## src/rtl/apb_reg_slave.sv

```systemverilog
// APB slave bridging byte transfers onto an 8-entry register file.
// Define APB_WAIT_STATE_EN to insert WAIT_CYCLES wait states per transfer.
module apb_reg_slave #(
  parameter int WAIT_CYCLES = 2
) (
  input  logic       clk,
  input  logic       rst,
  input  logic       psel,
  input  logic       penable,
  input  logic       pwrite,
  input  logic [7:0] paddr,
  input  logic [7:0] pwdata,
  output logic [7:0] prdata,
  output logic       pready,
  output logic       pslverr,
  output logic       reg_write_en,
  output logic [2:0] reg_write_addr,
  output logic [7:0] reg_write_data,
  output logic [2:0] reg_read_addr,
  input  logic [7:0] reg_read_data
);

  if (WAIT_CYCLES < 1 || WAIT_CYCLES > 15) begin : g_bad_wait
    $error("WAIT_CYCLES must be within 1..15");
  end

`ifdef APB_WAIT_STATE_EN
  typedef enum logic [1:0] {
    S_IDLE  = 2'd0,
    S_WAIT  = 2'd1,
    S_READY = 2'd2
  } state_e;

  localparam logic [3:0] CNT_INIT = 4'(WAIT_CYCLES);

  logic [3:0] cnt_q, cnt_d;
`else
  typedef enum logic {
    S_IDLE  = 1'b0,
    S_READY = 1'b1
  } state_e;
`endif

  state_e     state_q, state_d;
  logic [2:0] addr_q, addr_d;
  logic       err_q, err_d;
  logic       wr_q, wr_d;
  logic [7:0] wdata_q, wdata_d;
  logic [7:0] prdata_q, prdata_d;
  logic       pready_q, pready_d;
  logic       pslverr_q, pslverr_d;

  logic       setup;
  logic       oor_now;

  assign setup   = psel & ~penable;
  assign oor_now = |paddr[7:3];

  always_comb begin
    state_d   = state_q;
    addr_d    = addr_q;
    err_d     = err_q;
    wr_d      = wr_q;
    wdata_d   = wdata_q;
    prdata_d  = prdata_q;
    pready_d  = 1'b0;
    pslverr_d = 1'b0;
`ifdef APB_WAIT_STATE_EN
    cnt_d     = cnt_q;
`endif
    unique case (state_q)
      S_IDLE: begin
        if (setup) begin
          addr_d  = paddr[2:0];
          err_d   = oor_now;
          wr_d    = pwrite;
          wdata_d = pwdata;
`ifdef APB_WAIT_STATE_EN
          state_d = S_WAIT;
          cnt_d   = CNT_INIT;
`else
          state_d   = S_READY;
          pready_d  = 1'b1;
          pslverr_d = oor_now;
          if (!pwrite)
            prdata_d = oor_now ? 8'h00 : reg_read_data;
`endif
        end
      end
`ifdef APB_WAIT_STATE_EN
      S_WAIT: begin
        if (!psel) begin
          // master abandoned the transfer
          state_d = S_IDLE;
          cnt_d   = 4'd0;
        end else if (cnt_q == 4'd1) begin
          state_d   = S_READY;
          cnt_d     = 4'd0;
          pready_d  = 1'b1;
          pslverr_d = err_q;
          if (!wr_q)
            prdata_d = err_q ? 8'h00 : reg_read_data;
        end else begin
          cnt_d = cnt_q - 4'd1;
        end
      end
`endif
      S_READY: state_d = S_IDLE;
      default: state_d = S_IDLE;
    endcase
  end

  always_ff @(posedge clk or posedge rst) begin
    if (rst) begin
      state_q   <= S_IDLE;
      addr_q    <= 3'd0;
      err_q     <= 1'b0;
      wr_q      <= 1'b0;
      wdata_q   <= 8'h00;
      prdata_q  <= 8'h00;
      pready_q  <= 1'b0;
      pslverr_q <= 1'b0;
`ifdef APB_WAIT_STATE_EN
      cnt_q     <= 4'd0;
`endif
    end else begin
      state_q   <= state_d;
      addr_q    <= addr_d;
      err_q     <= err_d;
      wr_q      <= wr_d;
      wdata_q   <= wdata_d;
      prdata_q  <= prdata_d;
      pready_q  <= pready_d;
      pslverr_q <= pslverr_d;
`ifdef APB_WAIT_STATE_EN
      cnt_q     <= cnt_d;
`endif
    end
  end

  assign prdata         = prdata_q;
  assign pready         = pready_q;
  assign pslverr        = pslverr_q;
  assign reg_write_en   = pready_q & wr_q & ~err_q;
  assign reg_write_addr = addr_q;
  assign reg_write_data = wdata_q;
  assign reg_read_addr  = paddr[2:0];

endmodule

```

## config.mk

```make
export PLATFORM = sky130hd
export DESIGN_NAME = apb_reg_slave
export DESIGN_NICKNAME = d
export VERILOG_FILES = /design/src/rtl/apb_reg_slave.sv
export SDC_FILE = /design/constraint.sdc
export NUM_CORES = 1
export LEC_CHECK = 0
export CORE_MARGIN = 5
export CORE_UTILIZATION = 37
export DETAILED_ROUTE_END_ITERATION = 8
export GPL_TIMING_DRIVEN = 0
export PLACE_DENSITY = 0.78
export SYNTH_ARGS = -nofsm -noshare
export SYNTH_HDL_FRONTEND = slang
export SYNTH_SLANG_ARGS = --single-unit
```

## constraint.sdc

```tcl
create_clock -name clk -period 1.7 [get_ports clk]
set_input_delay 0.34 -clock clk [delete_from_list [all_inputs] [get_ports clk]]
set_output_delay 0.34 -clock clk [all_outputs]
set_load 0.02 [all_outputs]
```

======== Word level (Yosys, flattened, before mapping) ========
Index checks and enable logic that the tools add are counted.
word-level totals
  register bits ........................... 24
  bits of input ports ..................... 29
  output and inout bits ................... 25
  logic and storage cells ................. 24
operators by class
  muxes and demuxes ....................... 6
  reduce and logical (&&, ||, !) cells .... 3
  bitwise operators ....................... 7
operator list
  operator          number
  $mux 8            1
  $reduce_or 5->1   1
  $mux 1            4
  $not 1->1         4
  $and 1x1->1       3
  $reduce_and 3->1  1
  $pmux 1 s2        1
  $reduce_and 2->1  1

======== Longest topological paths before layout ========
Gate-level depths: netlist of run 1.
  depth in word-level cells ............... 4
  mapped depth ............................ 4
  depth with buffers taken out ............ 3

======== Worst setup path after synthesis of run 1 ========
OpenSTA, ideal clock, no wires.
  kind .................................... reg2reg
  start point ............................. register pready (netlist name)
  end point ............................... register addr_q[2] (netlist: reg_write_addr[2])
  setup time .............................. 0.125 ns
  arrival ................................. 1.367 ns
  clock period less this slack ............ 1.493 ns
  path slack .............................. 0.207 ns
  stages on the path, launching flop included .. 4
  buffers on the path ..................... 1
  data required time ...................... 1.575 ns
  cells stage by stage .................... dfrtp_1 nor3b_4 buf_8 mux2_4
RTL lines
  item                  RTL line  source
  end signal, assigned  128       addr_q <= addr_d;
  end, declared         45        logic [2:0] addr_q, addr_d;

======== Worst setup path in the final report of run 1 ========
  start point ............................. register prdata_q[7] (netlist: prdata[7])
  end point ............................... output prdata[7]
RTL lines
  item                    RTL line  source
  start, declared         49        logic [7:0] prdata_q, prdata_d;
  start signal, assigned  132       prdata_q <= prdata_d;
  end, declared           13        output logic [7:0] prdata,
No word-level cell between the ends.

==> results of run 1 <==
[power breakdown]
part	internal, W	switching [W]
Combinational	0.000217	0.000151
Sequential	0.000604	0.0000291
Clock	0.0000915	0.000154
Total	0.000913	0.000334
[repair_timing]
| action | CTS | global route |
|---|---|---|
| hold endpoints to repair | 0 | 0 |
| setup buffers | 0 | 1 |
| endpoints found under the setup margin | 5 | 2 |
| hold buffers | 0 | 0 |
| resized for setup | 6 | 1 |
[registers in the layout (all words and copies together), names as in the netlist]
name and flops:
pslverr 1, prdata 8, pready 1, err_q 1, reg_write_data 8, reg_write_addr 3, wr_q 1
[cells in the mapped netlist (all sizes together)]
| library cell | count |
|---|---|
| nand2b | 1 |
| and3b | 1 |
| inv | 1 |
| o2bb2ai | 8 |
| nor3 | 1 |
| nor4b | 1 |
| dfrtp | 23 |
| nand2 | 9 |
| mux2 | 11 |
| a31oi | 1 |
| and2 | 1 |
| buf | 5 |
| nor3b | 1 |
| nor2 | 4 |
[cell families (layout without fill, tap and decap cells)]
family / count (synthesis) / in the layout / share of synthesized area
compound gates: 9 / 9 / 0.07943
buf+inv: 6 / 64 / 0.04816
flops: 23 / 23 / 0.5990
mux: 11 / 11 / 0.1484
simple gates: 19 / 19 / 0.1250
[cell usage in the layout (no fill, tap or decap), types with 3 or more instances in the layout]
cell and count:
clkbuf_4 3, nand2_1 9, mux2_4 5, o2bb2ai_1 8, dfrtp_1 22, mux2_2 6, buf_4 4, clkdlybuf4s50_1 47
dlygate4sd2_1 5, nor2_1 4
[worst max-delay path by stage]
stage | from | endpoint | slack (ns) | cells after the start
5_1_grt | reg_write_data[5]$_DFFE_PP0P_ | reg_write_data[5] | 0.0003 | 1
4_1_cts | prdata[7]$_DFFE_PP0P_ | prdata[7] | 0.04 | 1
3_3_place_gp | penable | reg_write_data[4]$_DFFE_PP0P_ | -0.23 | 4
6_report | prdata[7]$_DFFE_PP0P_ | prdata[7] | 0.05 | 1
3_5_place_dp | penable | reg_write_data[4]$_DFFE_PP0P_ | -0.25 | 4
2_1_floorplan | pready$_DFF_PP0_ | reg_write_addr[2]$_DFFE_PP0P_ | 0.21 | 3
[area by class of cell]
class	count	area [µm²]
multi-input cells	39	339.1
repair buffers	54	534.3
fillers	196	917.1
clock buffers	4	26.28
plain buffers	5	42.54
flip-flops and latches	23	576.8
well taps	30	37.54
inverters	1	3.754
[routing by layer]
layer / vias up / wire (µm)
li1: 355 / -
met5: - / 0
met3: 4 / 208
met1: 346 / 894
met4: 0 / 50
met2: 32 / 1111
[through the flow]
stage	total power [W]	std cells	util
2_1_floorplan	0.0008170	68	-
3_3_place_gp	0.001013	151	0.6172
3_5_place_dp	0.001022	151	0.6172
4_1_cts	0.001266	155	0.6258
5_1_grt	0.001321	156	0.6298
6_report	0.001247	156	0.6298
==> metrics.csv, run 1 <==
metric,value,unit
finalHoldViolations,0,
totalNegativeSetupSlack,0,ns
fin_hold_ws,0.4907,ns
global_route.usage.met1,0.1524,
hold_path.class,in2async,
worstPathArrival,1.31,ns
path_max_fanout,2,
maxCapViolCount,0,
r2r-start,pready$_DFF_PP0_,
cp.buffers_inverters,1,
cts_inserted_buffers,3,
drive_gt1_frac,0.1984,
finalCritPeriodShare,0.9700,
routedWlPerCell,14.51,µm
synth_top_area_share,0.5990,
cts.sinks,23,
remaining_drc_errors,0,
rrSetupSlack,0.17,ns
drt_iter0_drc,12,
worst_pin_slew,0.8310,ns
synthDominantAreaCellType,dfrtp_1,
grt-busiest-layer,met2,
seq_area_frac_synth,0.5990,
rsz0062_at_grt,false,
dpl.hpwl,1843,µm
htree_levels,1,
crit_path_max_incr_delay,0.62,ns
slew_viol_final,0,
design.die.area,3716,µm²
synth.ff_latch_count,23,
gpl.final_weighted_congestion,0.7099,
critical_path_class,reg2out,
p_r_area_growth_vs_syn,62.37,%
grt_first_pass_wirelength,3753,µm
crit_path_end_kind,primary output,
cts_buffer_depth,2,
fp.coreArea,2477,µm²
yosys-top-cells-area,"dfrtp_1 (60%), mux2_4 (7.8%), o2bb2ai_1 (7.3%)",
status,"complete, no violations",
dpl_worst_slack,-0.2535,ns
cp-start-kind,register,
syn-num-nets,97,
timing.critical_path.required,1.36,ns
antenna_found_initial,0,
cp_slowest_cell,clkdlybuf4s50_1,
grt_residual_overflow,0,
dieHeight,60.96,µm
slew_headroom,0.4454,
antenna_violating_nets_post_route,0,
firstDrtPassIters,4,
initial_utilization,0.3879,
std_cell_rows,18,
reg2regPathDepth,3,
insertion_delay,0.30,ns
path_clk_slew,0.12,ns
timing.clock.skew,0.005600,ns
power_leakage,0.6663,nW
worst_r2r_endpoint,reg_write_data[4]$_DFFE_PP0P_,
grt_start_max_net_pins,24,
diode_count,0,
synthCells,68,
global_route.usage.met3,0.03617,
grtUsageTotal,0.1417,
fp.dieW,60.96,µm
tritoncts,done,
wirelength,2263,µm
mappedNetlistArea,960.9,µm²
worstPathCellList,clkdlybuf4s50_1,
fmaxAchievable,606.4,MHz
design_area,1560,µm²
power_density,798.9,nW/µm²
postSynthAreaPerCell,14.13,µm²
timing.critical_path.max_delay_family,buffers and inverters,
timing.final.setup_violations,0,
global_route_met2_utilization,0.2458,
layout.nets,156,
dpl-instance-area,1529,µm²
postLayoutSetupSlackWorst,0.05094,ns
place.port_buffers,53,
vias_in_the_first_global_route,834,
top_ports,54,
detailroute.via_count,737,
netlist-cell-type-count,17,
ir_worst_vdd,528.4,µV
ys_warn_count,0,
ctsRootBufferMaster,clkbuf_4,
post-route-min-period,1.649,ns
detail_route.vias_per_cell,4.724,
Power figures use the tool's default switching activity.
==> inputs of run 2 (changes only) <==
SETUP_SLACK_MARGIN = 0.3   (was not set)
==> run 2 against run 1 <==
- worst hold slack worse by 0.055 ns
- flip-flop and latch count unchanged
- routed wire length up 7.9%
- register-to-register slack better by 0.09 ns
- global-route usage down 0.40 points
- worst setup slack better by 0.21 ns
- non-clock buffer count up 10
- first-iteration DRC count down 83%
- die area unchanged
- sequential share of layout area down 2.5 points
- largest cell class is now buffers
- largest power group unchanged
==> metrics.csv, run 2 (synthesized netlist as in run 1, its figures left out) <==
metric,value,unit
total_switching_power,0.0003400,W
tritoncts,done,
post-route-min-period,1.441,ns
grt_start_max_net_pins,24,
initial_utilization,0.3879,
cts_inserted_buffers,3,
ir_worst_vdd,446.6,µV
ctsRootBufferMaster,clkbuf_4,
swShare,0.2733,
path_max_fanout,5,
slew_viol_final,0,
crit_path_end_kind,register,
power_density,742.8,nW/µm²
commonest_cells_after_routing_fill_and_taps_aside,"clkdlybuf4s50_1 (25), dfrtp_1 (22), clkdlybuf4s15_1 (12), buf_4 (10), buf_6 (9)",
seqCellArea,576.8,µm²
firstDrtPassIters,2,
dieHeight,60.96,µm
r2r-start,pready$_DFF_PP0_,
drive_gt1_frac,0.3971,
cellInternalPower,0.0009043,W
antenna_violating_nets_post_route,0,
rsz0062_at_grt,true,
sequentialPowerShare,0.508,
most_common_cell_after_layout_fill_and_taps_aside,clkdlybuf4s50_1,
vias_in_the_first_global_route,783,
htree_levels,1,
wirelength,2441,µm
dpl_worst_slack,-0.2449,ns
design.die.area,3716,µm²
maxCapViolCount,0,
dpl-instance-area,1530,µm²
reg2regPathDepth,5,
drt_iter0_drc,2,
fp.coreArea,2477,µm²
cp-start-kind,register,
timing.clock.skew,0.005313,ns
cts_buffer_depth,2,
finalCritPeriodShare,0.8476,
critical_path.startpoint,pready$_DFF_PP0_,
slew_headroom,0.4327,
timing.final.setup_violations,0,
fmaxAchievable,694.0,MHz
gpl.final_weighted_congestion,0.7092,
detail_route.vias_per_cell,4.663,
finalHoldViolations,0,
top_ports,54,
status,"complete, no violations",
multi_input_comb_area,382.9,µm²
std_cell_rows,18,
p_clk_frac,0.194,
hold_path.class,in2reg,
grt_residual_overflow,0,
worst_pin_slew,0.8500,ns
detailroute.via_count,774,
path_clk_slew,0.12,ns
fin_hold_ws,0.4352,ns
remaining_drc_errors,0,
critical_path_class,reg2reg,
cts.sinks,23,
diode_count,0,
setup.worst_path.end,reg_write_addr[0]$_DFFE_PP0P_,
layout.nets,166,
power.combinational.fraction,0.298,
postLayoutSetupSlackWorst,0.2590,ns
rrSetupSlack,0.26,ns
fill_cells,190,
antenna_found_initial,0,
design_area,1675,µm²
power_leakage,0.7474,nW
worstPathArrival,1.63,ns
p_r_area_growth_vs_syn,74.35,%
grtUsageTotal,0.1376,
grt_first_pass_wirelength,3712,µm
timing.critical_path.required,1.89,ns
insertion_delay,0.30,ns
totalNegativeSetupSlack,0,ns
place.port_buffers,53,
worst_r2r_endpoint,reg_write_addr[0]$_DFFE_PP0P_,
routedWlPerCell,14.70,µm
fp.dieW,60.96,µm
==> run 2: cell count changes in the layout (fill, tap and decap cells not counted), sizes merged <==
cell	previous run	this run
clkdlybuf4s15	0	12
dlygate4sd2	5	7
clkbuf	4	8
dlymetal6s2s	1	0
buf	6	21
clkdlybuf4s50	47	25
==> run 2: worst min path at each step <==
stage,cells after the start,to,from
2_1_floorplan,1,err_q$_DFFE_PP0P_,rst
3_3_place_gp,2,wr_q$_DFFE_PP0P_,wr_q$_DFFE_PP0P_
3_5_place_dp,1,prdata[6]$_DFFE_PP0P_,prdata[6]$_DFFE_PP0P_
4_1_cts,2,reg_write_addr[1]$_DFFE_PP0P_,paddr[1]
5_1_grt,2,reg_write_addr[1]$_DFFE_PP0P_,paddr[1]
6_report,2,reg_write_addr[1]$_DFFE_PP0P_,paddr[1]
==> run 2: area by class of cell <==
class                   count  share of cell area
repair buffers             64              0.3600
plain buffers               5             0.02689
well taps                  30             0.02240
inverters                   1            0.002240
clock buffers               4             0.01568
multi-input cells          39              0.2285
flip-flops and latches     23              0.3443
==> run 2: stage by stage <==
| stage | instances | utilization | total power [W] |
|---|---|---|---|
| after floorplan | 68 | - | 0.0008174 |
| after global placement | 151 | 0.6177 | 0.001012 |
| after detailed placement | 151 | 0.6177 | 0.001021 |
| after CTS | 162 | 0.6323 | 0.001236 |
| after global routing | 166 | 0.6763 | 0.001318 |
| final | 166 | 0.6763 | 0.001244 |
==> run 2: repair_timing <==
| action | CTS | global route |
|---|---|---|
| setup endpoints to repair | 46 | 36 |
| gates cloned | 0 | 1 |
| hold buffers | 0 | 0 |
| setup buffers | 7 | 3 |
| resized for setup | 43 | 48 |
| pin swaps | 1 | 13 |
| endpoints found under the hold margin | 0 | 0 |
==> run 2: power by group through the flow <==
stage	Combinational, W	Sequential, W	Clock (W)
global route	0.000393	0.000641	0.000284
detailed placement	0.000374	0.000646	0
finish	0.000371	0.000632	0.000241
global placement	0.000370	0.000642	0
floorplan	0.000107	0.000710	0
CTS	0.000346	0.000632	0.000257
==> run 2: layer usage <==
| metal | GRT usage | part of all wire | up-vias |
|---|---|---|---|
| met2 | 0.2321 | 0.50 | 29 |
| met5 | 0 | 0 | - |
| met1 | 0.1736 | 0.42 | 368 |
| met3 | 0.02553 | 0.071 | 2 |
| met4 | 0.05573 | 0.0078 | 0 |
| li1 | - | - | 375 |
==> run 2: critical path, cell delays in order (launching register included) <==
cell	delay, ns
dfrtp_2	0.42
buf_6	0.13
nor3b_4	0.19
buf_6	0.15
buf_4	0.12
mux2_2	0.32
